<file path="config.mk">
export PLATFORM = sky130hd
export DESIGN_NAME = mem_access_unit_flat
export DESIGN_NICKNAME = d
export VERILOG_FILES = /design/src/rtl/cpu_mem_pkg.sv /design/src/rtl/mem_access_unit_if.sv /design/src/rtl/mem_lane_unit.sv /design/src/rtl/mem_access_unit.sv /design/src/flat_wrapper.sv
export SDC_FILE = /design/constraint.sdc
export NUM_CORES = 1
export LEC_CHECK = 0
export ABC_CLOCK_PERIOD_IN_PS = 3020
export BUFFER_PORTS_ARGS = -buffer_cell sky130_fd_sc_hd__buf_2
export CAP_MARGIN = 20
export CORE_MARGIN = 8
export CORE_UTILIZATION = 52
export CTS_BUF_LIST = sky130_fd_sc_hd__clkbuf_8
export DETAILED_ROUTE_END_ITERATION = 6
export HOLD_SLACK_MARGIN = 0.03
export PLACE_DENSITY = 0.94
export REMOVE_ABC_BUFFERS = 1
export SLEW_MARGIN = 5
export SYNTH_ARGS = -nofsm -noshare
export SYNTH_HDL_FRONTEND = slang
export SYNTH_SLANG_ARGS = --single-unit
</file>
<file path="constraint.sdc">
create_clock -name clk -period 3.02 [get_ports clk]
set_clock_uncertainty 0.2 [all_clocks]
set_input_delay 0.302 -clock clk [delete_from_list [all_inputs] [get_ports clk]]
set_output_delay 0.302 -clock clk [all_outputs]
set_load 0.03 [all_outputs]
</file>
<file path="src/rtl/cpu_mem_pkg.sv">
// Shared definitions for the load/store memory access path.
//   SZ_*           : access size encodings carried on the size port
//   mem_state_e    : sequencing states of mem_access_unit
//   is_misaligned  : alignment/size legality test for an incoming request
package cpu_mem_pkg;

    localparam logic [1:0] SZ_WORD = 2'b00;
    localparam logic [1:0] SZ_HALF = 2'b01;
    localparam logic [1:0] SZ_BYTE = 2'b10;
    localparam logic [1:0] SZ_RSVD = 2'b11;

    typedef enum logic [2:0] {
        IDLE,
        RD_WAIT,
        RMW_WAIT,
        WR,
        DONE
    } mem_state_e;

    // Bytes are always aligned; the reserved size is rejected like a misalignment.
    function automatic logic is_misaligned(input logic [1:0] size, input logic [1:0] addr_lo);
        logic bad;
        case (size)
            SZ_WORD: bad = (addr_lo != 2'b00);
            SZ_HALF: bad = addr_lo[0];
            SZ_BYTE: bad = 1'b0;
            default: bad = 1'b1;
        endcase
        return bad;
    endfunction

endpackage

</file>
<file path="src/rtl/mem_access_unit_if.sv">
// Request/response and memory-side bus of mem_access_unit.
//   CPU side   : start, is_write, size, sign_ext, addr, wdata -> rdata, done, err, busy
//   memory side: mem_addr, mem_wr, mem_wdata -> mem_rdata
// slave  = the access unit; master = CPU plus memory environment driving it.
interface mem_access_unit_if;

    logic        start;
    logic        is_write;
    logic [1:0]  size;
    logic        sign_ext;
    logic [31:0] addr;
    logic [31:0] wdata;
    logic [31:0] rdata;
    logic        done;
    logic        err;
    logic        busy;
    logic [31:0] mem_addr;
    logic        mem_wr;
    logic [31:0] mem_wdata;
    logic [31:0] mem_rdata;

    modport slave (
        input  start, is_write, size, sign_ext, addr, wdata, mem_rdata,
        output rdata, done, err, busy, mem_addr, mem_wr, mem_wdata
    );

    modport master (
        output start, is_write, size, sign_ext, addr, wdata, mem_rdata,
        input  rdata, done, err, busy, mem_addr, mem_wr, mem_wdata
    );

endinterface

</file>
<file path="src/rtl/mem_lane_unit.sv">
// Combinational lane logic for sub-word accesses (little-endian lanes).
//   size, addr_lo, sign_ext : latched request attributes
//   rd_word                 : word read from memory
//   st_data                 : right-aligned store data
//   ld_data                 : selected lane, sign/zero extended to 32 bits
//   st_word                 : rd_word with the store lane(s) replaced
module mem_lane_unit
    import cpu_mem_pkg::*;
(
    input  logic [1:0]  size,
    input  logic [1:0]  addr_lo,
    input  logic        sign_ext,
    input  logic [31:0] rd_word,
    input  logic [31:0] st_data,
    output logic [31:0] ld_data,
    output logic [31:0] st_word
);

    logic [3:0]  lane_en;
    logic [31:0] st_rep;
    logic [7:0]  ld_byte;
    logic [15:0] ld_half;

    // Replicating the store data across lanes lets every lane pick from the
    // same bit positions; lane_en decides which lanes actually take it.
    always_comb begin
        lane_en = 4'b1111;
        st_rep  = st_data;
        case (size)
            SZ_BYTE: begin
                lane_en = 4'b0001 << addr_lo;
                st_rep  = {4{st_data[7:0]}};
            end
            SZ_HALF: begin
                lane_en = addr_lo[1] ? 4'b1100 : 4'b0011;
                st_rep  = {2{st_data[15:0]}};
            end
            default: begin
                lane_en = 4'b1111;
                st_rep  = st_data;
            end
        endcase
    end

    for (genvar gi = 0; gi < 4; gi++) begin : g_lane
        assign st_word[8*gi +: 8] = lane_en[gi] ? st_rep[8*gi +: 8] : rd_word[8*gi +: 8];
    end

    assign ld_byte = rd_word[{addr_lo, 3'b000} +: 8];
    assign ld_half = addr_lo[1] ? rd_word[31:16] : rd_word[15:0];

    always_comb begin
        ld_data = rd_word;
        case (size)
            SZ_BYTE: ld_data = {{24{sign_ext & ld_byte[7]}}, ld_byte};
            SZ_HALF: ld_data = {{16{sign_ext & ld_half[15]}}, ld_half};
            default: ld_data = rd_word;
        endcase
    end

endmodule

</file>
<file path="src/rtl/mem_access_unit.sv">
// Multi-cycle load/store sequencer between a CPU datapath and a word memory.
//   clk, reset : clock and synchronous active-high reset
//   bus        : mem_access_unit_if.slave (CPU request/response + memory port)
// Loads wait MEM_LAT (1..4) cycles for mem_rdata, word stores write directly,
// byte/half stores read-modify-write. Misaligned requests finish next cycle
// with err.
module mem_access_unit
    import cpu_mem_pkg::*;
#(
    parameter int MEM_LAT = 1
) (
    input  logic           clk,
    input  logic           reset,
    mem_access_unit_if.slave bus
);

    localparam logic [1:0] LAT_LAST = 2'(MEM_LAT - 1);

    mem_state_e  state_q, state_d;
    logic [1:0]  cnt_q, cnt_d;
    logic [1:0]  size_q, size_d;
    logic        sign_ext_q, sign_ext_d;
    logic [31:0] addr_q, addr_d;
    logic [31:0] wdata_q, wdata_d;   // store data; becomes the merged word before WR
    logic [31:0] rdata_q, rdata_d;
    logic        err_q, err_d;

    logic [31:0] ld_data;
    logic [31:0] st_word;
    logic        addr_phase;

    mem_lane_unit u_lane (
        .size     (size_q),
        .addr_lo  (addr_q[1:0]),
        .sign_ext (sign_ext_q),
        .rd_word  (bus.mem_rdata),
        .st_data  (wdata_q),
        .ld_data  (ld_data),
        .st_word  (st_word)
    );

    always_comb begin
        state_d    = state_q;
        cnt_d      = cnt_q;
        size_d     = size_q;
        sign_ext_d = sign_ext_q;
        addr_d     = addr_q;
        wdata_d    = wdata_q;
        rdata_d    = rdata_q;
        err_d      = err_q;
        case (state_q)
            IDLE: begin
                if (bus.start) begin
                    size_d     = bus.size;
                    sign_ext_d = bus.sign_ext;
                    addr_d     = bus.addr;
                    wdata_d    = bus.wdata;
                    cnt_d      = LAT_LAST;
                    err_d      = is_misaligned(bus.size, bus.addr[1:0]);
                    if (err_d)
                        state_d = DONE;
                    else if (!bus.is_write)
                        state_d = RD_WAIT;
                    else if (bus.size == SZ_WORD)
                        state_d = WR;
                    else
                        state_d = RMW_WAIT;
                end
            end
            RD_WAIT: begin
                if (cnt_q == 2'd0) begin
                    rdata_d = ld_data;
                    state_d = DONE;
                end else begin
                    cnt_d = cnt_q - 2'd1;
                end
            end
            RMW_WAIT: begin
                if (cnt_q == 2'd0) begin
                    wdata_d = st_word;
                    state_d = WR;
                end else begin
                    cnt_d = cnt_q - 2'd1;
                end
            end
            WR:   state_d = DONE;
            DONE: begin
                state_d = IDLE;
                err_d   = 1'b0;
            end
            default: state_d = IDLE;
        endcase
    end

    always_ff @(posedge clk) begin
        if (reset) begin
            state_q    <= IDLE;
            cnt_q      <= 2'd0;
            size_q     <= SZ_WORD;
            sign_ext_q <= 1'b0;
            addr_q     <= '0;
            wdata_q    <= '0;
            rdata_q    <= '0;
            err_q      <= 1'b0;
        end else begin
            state_q    <= state_d;
            cnt_q      <= cnt_d;
            size_q     <= size_d;
            sign_ext_q <= sign_ext_d;
            addr_q     <= addr_d;
            wdata_q    <= wdata_d;
            rdata_q    <= rdata_d;
            err_q      <= err_d;
        end
    end

    // Gating with reset keeps a write in flight from reaching memory in the
    // very cycle the request is abandoned.
    assign addr_phase    = ((state_q == RD_WAIT) || (state_q == RMW_WAIT) || (state_q == WR)) && !reset;
    assign bus.mem_addr  = addr_phase ? {addr_q[31:2], 2'b00} : 32'h0;
    assign bus.mem_wr    = (state_q == WR) && !reset;
    assign bus.mem_wdata = wdata_q;
    assign bus.rdata     = rdata_q;
    assign bus.done      = (state_q == DONE);
    assign bus.err       = err_q;
    assign bus.busy      = (state_q != IDLE);

endmodule

</file>
<file path="src/flat_wrapper.sv">
// flat-port wrapper written by rule: the top's interface ports become plain ports
module mem_access_unit_flat import cpu_mem_pkg::*;
#(
    parameter int MEM_LAT = 1
)
  (clk, reset, bus_start, bus_is_write, bus_size, bus_sign_ext, bus_addr, bus_wdata, bus_mem_rdata, bus_rdata, bus_done, bus_err, bus_busy, bus_mem_addr, bus_mem_wr, bus_mem_wdata);
  mem_access_unit_if bus_i ();
  input  logic clk;
  input  logic reset;
  input wire logic [$bits(bus_i.start)-1:0] bus_start;
  input wire logic [$bits(bus_i.is_write)-1:0] bus_is_write;
  input wire logic [$bits(bus_i.size)-1:0] bus_size;
  input wire logic [$bits(bus_i.sign_ext)-1:0] bus_sign_ext;
  input wire logic [$bits(bus_i.addr)-1:0] bus_addr;
  input wire logic [$bits(bus_i.wdata)-1:0] bus_wdata;
  input wire logic [$bits(bus_i.mem_rdata)-1:0] bus_mem_rdata;
  output wire logic [$bits(bus_i.rdata)-1:0] bus_rdata;
  output wire logic [$bits(bus_i.done)-1:0] bus_done;
  output wire logic [$bits(bus_i.err)-1:0] bus_err;
  output wire logic [$bits(bus_i.busy)-1:0] bus_busy;
  output wire logic [$bits(bus_i.mem_addr)-1:0] bus_mem_addr;
  output wire logic [$bits(bus_i.mem_wr)-1:0] bus_mem_wr;
  output wire logic [$bits(bus_i.mem_wdata)-1:0] bus_mem_wdata;
  assign bus_i.start = bus_start;
  assign bus_i.is_write = bus_is_write;
  assign bus_i.size = bus_size;
  assign bus_i.sign_ext = bus_sign_ext;
  assign bus_i.addr = bus_addr;
  assign bus_i.wdata = bus_wdata;
  assign bus_i.mem_rdata = bus_mem_rdata;
  assign bus_rdata = bus_i.rdata;
  assign bus_done = bus_i.done;
  assign bus_err = bus_i.err;
  assign bus_busy = bus_i.busy;
  assign bus_mem_addr = bus_i.mem_addr;
  assign bus_mem_wr = bus_i.mem_wr;
  assign bus_mem_wdata = bus_i.mem_wdata;
  mem_access_unit #(.MEM_LAT(MEM_LAT)) u_core (.clk(clk), .reset(reset), .bus(bus_i));
endmodule
</file>
# After elaboration in Yosys (flattened, before gate mapping)
# Cells that the tools add are included.
word_totals:
  register_bits: 105
  in_bits: 103
  output_inout_bits: 100
  word_cells: 84
classes:
  n_addsub: 1
  eq_ne: 17
  shifts: 2
  muxes: 28
  bitwise_logic: 2
  n_reduce_logical: 23
ops:
  columns: ["operator", "n"]
  rows:
  - ["$pmux 32 s2", 3]
  - ["$mux 32", 3]
  - ["$mux 8", 4]
  - ["$shiftx 32x6->8", 1]
  - ["$mux 16", 1]
  - ["$mux 3", 5]
  - ["$pmux 3 s4", 1]
  - ["$reduce_and 4->1", 3]
  - ["$ne 4x4->1 const B", 2]
  - ["$pmux 4 s2", 1]
  - ["$reduce_bool 2->1", 4]
  - ["$eq 3x2->1 const B", 2]
  - ["$ne 2x2->1 const B", 3]
  - ["$ne 3x3->1 const B", 2]
  - ["$reduce_and 2->1", 3]
  - ["$reduce_and 3->1", 2]
  - ["$reduce_and 5->1", 1]
  - ["$eq 2x1->1 const B", 2]
  - ["$eq 2x2->1 const B", 2]
  - ["$logic_not 2->1", 2]
  - ["$mux 1", 4]
  - ["$mux 2", 2]
  - ["$mux 4", 1]
  - ["$ne 2x1->1 const B", 2]
  - ["14 further kinds", 17]

# Logic depth before layout (Yosys ltp)
logic_depth:
  word_depth: 7
  depth_mapped: 8
  mapped_depth_nobuf: 6

# Hierarchy
# From an unflattened synthesis, not the netlist that was laid out.
unflattened:
  cells_unflattened: 750
  hier_area_um2: 5858.1
by_module_without_submodules:
  columns: ["module", "instances", "cells_per_inst", "area_each_um2", "seq_area_each_um2"]
  rows:
  - ["mem_access_unit", 1, 522, 4461.8, 2102.0]
  - ["mem_lane_unit", 1, 228, 1396.3, 0.0]

# Worst setup path after synthesis
# Ideal clock, no wire load.
synth_timing:
  kind: "flip-flop to flip-flop"
  startpoint: "reg u_core.size_q[0]"
  endpoint: "reg u_core.wdata_q[16], in the netlist u_core.bus.mem_wdata[16]"
  setup_time_ns: 0.101
  arrival_time_ns: 1.997
  t_required_ns: 2.719
  setup_slack_ns: 0.722
  stages_incl_launch_ff: 9
  n_path_buf: 2
  period_less_slack_ns: 2.298
  path_cell_list: "dfxtp_1 -> inv_1 -> ha_1 -> buf_4 -> nor2_2 -> a31o_1 -> buf_6 -> mux2_1 -> o41ai_1"
synth_via:
  elab_chain_len: 5
  word_cells_on_any_way: 8
  cone_classes: "3 x eq/ne; 4 x mux; 1 x reduce/logical"
synth_lines:
  columns: ["element", "line_no", "source"]
  rows:
  - ["start: declaration", "mem_access_unit.sv:21", "logic [1:0] size_q, size_d;"]
  - ["start signal: assignment", "mem_access_unit.sv:108", "size_q <= size_d;"]
  - ["$eq 2x1->1 or $eq 2x2->1 (tied branches)", "mem_lane_unit.sv:29", "case (size)"]
  - ["$pmux 4 s2", "mem_lane_unit.sv:29", null]
  - ["$mux 8", "mem_lane_unit.sv:46", "assign st_word[8*gi +: 8] = lane_en[gi] ? st_rep[8*gi +: 8] : rd_word[8*gi +: 8];"]
  - ["$mux 32", "mem_access_unit.sv:79", "if (cnt_q == 2'd0) begin"]
  - ["$pmux 32 s2", "mem_access_unit.sv:51", "case (state_q)"]
  - ["end signal: assignment", "mem_access_unit.sv:111", "wdata_q <= wdata_d;"]
  - ["end: declaration", "mem_access_unit.sv:24", "logic [31:0] wdata_q, wdata_d;"]
# Parallel ways exist; a longest one is shown, timed or not. The select of a mux whose other input is x is not followed.
# A chain may end at the register's enable or synchronous reset.

# Worst setup path in the final report
layout_timing:
  startpoint: "reg u_core.size_q[0]"
  endpoint: "reg u_core.wdata_q[24], in the netlist u_core.bus.mem_wdata[24]"
layout_via:
  elab_chain_len: 5
  word_cells_on_any_way: 9
  cone_classes: "3 x eq/ne; 5 x mux; 1 x reduce/logical"
layout_lines:
  columns: ["element", "line_no"]
  rows:
  - ["$eq 2x1->1 or $eq 2x2->1 (tied branches)", "mem_lane_unit.sv:29"]
  - ["$pmux 32 s2 or $pmux 4 s2 (tied branches)", "mem_lane_unit.sv:29"]
  - ["$mux 8", "mem_lane_unit.sv:46"]
  - ["$mux 32", "mem_access_unit.sv:79"]
  - ["$pmux 32 s2", "mem_access_unit.sv:51"]
# Parallel ways exist; a longest one is shown, timed or not. The select of a mux whose other input is x is not followed.

==> metrics.txt <==
outcome=finished clean; Crit path max-delay family=compound AO/OA/AOI/OAI gates; ys async rst share=0; Peak VDD IR=0.2840 mV; Final Cell Area=7320 um^2; Synth Instances=692; htree depth=3; Final period util=0.8519; worst r2r dst=u_core.bus.mem_wdata[24]; CP max-delay cell=ha_1; CP Depth=7; share of cells above drive strength 1=0.2834; Fin. Hold Viols=0; vias in the first global route=6004; synthesized area=5608 um^2; count of pins over their slew limit=0; r2r worst-path depth=7; RSZ-0062 raised after global routing=no; critical path class=register to register; Worst setup endpoint=u_core.bus.mem_wdata[24]; Final GP Congestion=0.9172; synth unique cells=60; Worst-path clk slew=0.11 ns; fmax=388.7 MHz; final wirelength=20330 um; Post-synth top cells=dfxtp_1 (105), nand2_1 (86), nor2_1 (79); CP Data Required Time=3.12 ns; Max Root-Sink Buffers=2; placed inst area=6664 um^2; post-DP HPWL=14510 um; antenna diode count=0; CTS resizes=0; CORE AREA=10700 um^2; most common cell in the netlist=dfxtp_1; Non-Filler Instances=1054; buffers added on ports=200; I/O pins=203; clock root buffer=clkbuf_8; Worst setup EP type=register; relative slew slack=0.5292; die width=119.8 um; Yosys top cell area share=0.3748; first-pass GRT wire length=31900 um; Rows=38; Vert. Die Dim=119.8 um; largest net degree at the start of global routing=49; final setup fails=0; total power=0.003780 W; post-place setup slack=0.5500 ns; reg-to-reg critical path startpoint=u_core.size_q[0]; worst hold path type=primary input to register; detail-routed net length per standard cell=19.29 um; FF-to-FF setup slack=0.45 ns; worst path arrival time=2.67 ns; Seq/Total Area, Yosys=0.3748; Synth Area per Inst=8.104 um^2; overall die area=14360 um^2; Critical Path Start=u_core.size_q[0]; leakage=3.222 nW; Post-synth EDFFs=0; CTS Sinks=105; postcts setup bufs=0; Yosys Warn Count=0; max cap viols=0; CP Buf/Inv Count=2; crit path max fanout=18; max incr delay on CP=0.48 ns; synthesis-to-layout area growth=30.52%; # hold bufs at CTS=46; Nets=1016; DRT iter0 DRCs=625; drc violations=0; Worst Tran Pin Value=0.7063 ns; Placed Instances=992; Setup crit start kind=register; CTS tree=done; worst setup margin=0.4473 ns; clock period minus worst slack=2.573 ns; Initial Util=0.5242; fill cell count=811; Vias per Instance=5.853; 1st-pass router iterations=5; setup TNS=0 ns; routed via count=6169; total CTS buffers=9; antenna-violating nets left=0; critical-path cell list=inv_1, ha_1, a211oi_4, buf_4, or2_0, a31oi_1, a211oi_1; Synth Register Bits=105; initial antenna violation count=0; prevailing post-synth register cell=dfxtp_1; leading area contributor after synthesis=dfxtp_1; remaining global-route overflow=0; GRT Overall Usage=0.2734; PwrDens=516.4 nW/um^2; clock latency on the worst-skew pair=0.39 ns; top post-synthesis cells by area=dfxtp_1 (37%), a21oi_1 (5.9%), nand2_1 (5.8%), nor2_1 (5.3%), mux2i_1 (4.8%)
per-stage QoR:
| stage | util | hold WS (ns) |
|---|---|---|
| finish | 0.6842 | 0.04991 |
| global route | 0.6842 | 0.04294 |
| CTS | 0.6842 | 0.03467 |
| detailed placement | 0.6229 | 0.2426 |
| global placement | 0.6229 | 0.2372 |
| floorplan | - | 0.1666 |
metal layers:
| layer | vias up | routed length, um | global-route usage |
|---|---|---|---|
| li1 | 2890 | - | - |
| met1 | 2831 | 8255 | 0.3306 |
| met2 | 382 | 9068 | 0.4345 |
| met3 | 66 | 2063 | 0.07844 |
| met4 | 0 | 947 | 0.1421 |
| met5 | - | 0 | 0 |
worst min-delay path by stage:
stage | from | slack, ns | depth (start not counted) | end
5_1_grt | bus_mem_rdata[1] | 0.04 | 3 | u_core.bus.rdata[1]
3_3_place_gp | u_core.addr_q[24] | 0.24 | 2 | u_core.addr_q[24]
6_report | bus_mem_rdata[3] | 0.05 | 3 | u_core.bus.rdata[3]
4_1_cts | bus_mem_rdata[1] | 0.03 | 3 | u_core.bus.rdata[1]
2_1_floorplan | reset | 0.17 | 1 | u_core.bus.mem_wdata[27]
3_5_place_dp | u_core.addr_q[17] | 0.24 | 2 | u_core.addr_q[17]
flip-flops by register name, indices dropped and copies added (netlist names):
| name | count |
|---|---|
| u_core.addr_q | 32 |
| u_core.bus.mem_wdata | 32 |
| u_core.bus.rdata | 32 |
| u_core.state_q | 3 |
| u_core.cnt_q | 2 |
| u_core.size_q | 2 |
| u_core.bus.err | 1 |
| u_core.sign_ext_q | 1 |
worst reg2reg max path, stage by stage, from the launching register on:
cell	delay, ns
dfxtp_1	0.38
inv_1	0.08
ha_1	0.48
a211oi_4	0.32
buf_4	0.26
or2_0	0.39
a31oi_1	0.15
a211oi_1	0.22
cell usage in the layout, fill, tap and decap left out, drive strengths merged, types with 4 or more instances in the layout:
master / instances
o21ai: 40
ha: 4
buf: 221
nor4: 8
nor4b: 9
dfxtp: 105
a21oi: 66
a22oi: 8
dlygate4sd3: 46
a31oi: 10
mux2: 9
nor2b: 4
nand3b: 11
a21boi: 24
o32ai: 8
clkbuf: 9
inv: 18
nor2: 80
a211oi: 24
o41ai: 8
and2: 32
a311oi: 16
mux2i: 27
nand2: 86
power by group:
group / internal [W] / switching, W
Combinational: 0.000437 / 0.000793
Clock: 0.000384 / 0.000526
Sequential: 0.00152 / 0.000117
final cells by class:
cell class	count	area (um^2)	share of cell area
tap	140	175.2	0.02393
sequential	105	2102	0.2872
inverter	16	60.06	0.008205
timing repair buffer	267	1619	0.2212
clock inverter	7	71.32	0.009744
clock buffer	9	123.9	0.01692
multi-input combinational	510	3168	0.4328
kinds of logic (layout without fill, tap and decap cells):
kind of cell,count (synthesis),count (layout),share of synthesized area
other,1,2,0.0006687
adders and majority gates,4,4,0.008925
buffers and inverters,78,299,0.06180
AOI/OAI and AO/OA,218,218,0.2693
xor gates and xnor gates,1,1,0.001562
and+or+nand+nor,249,249,0.2166
DFF,105,105,0.3748
muxes,36,36,0.06627
Note: power is estimated with default switching activity, not from simulation.
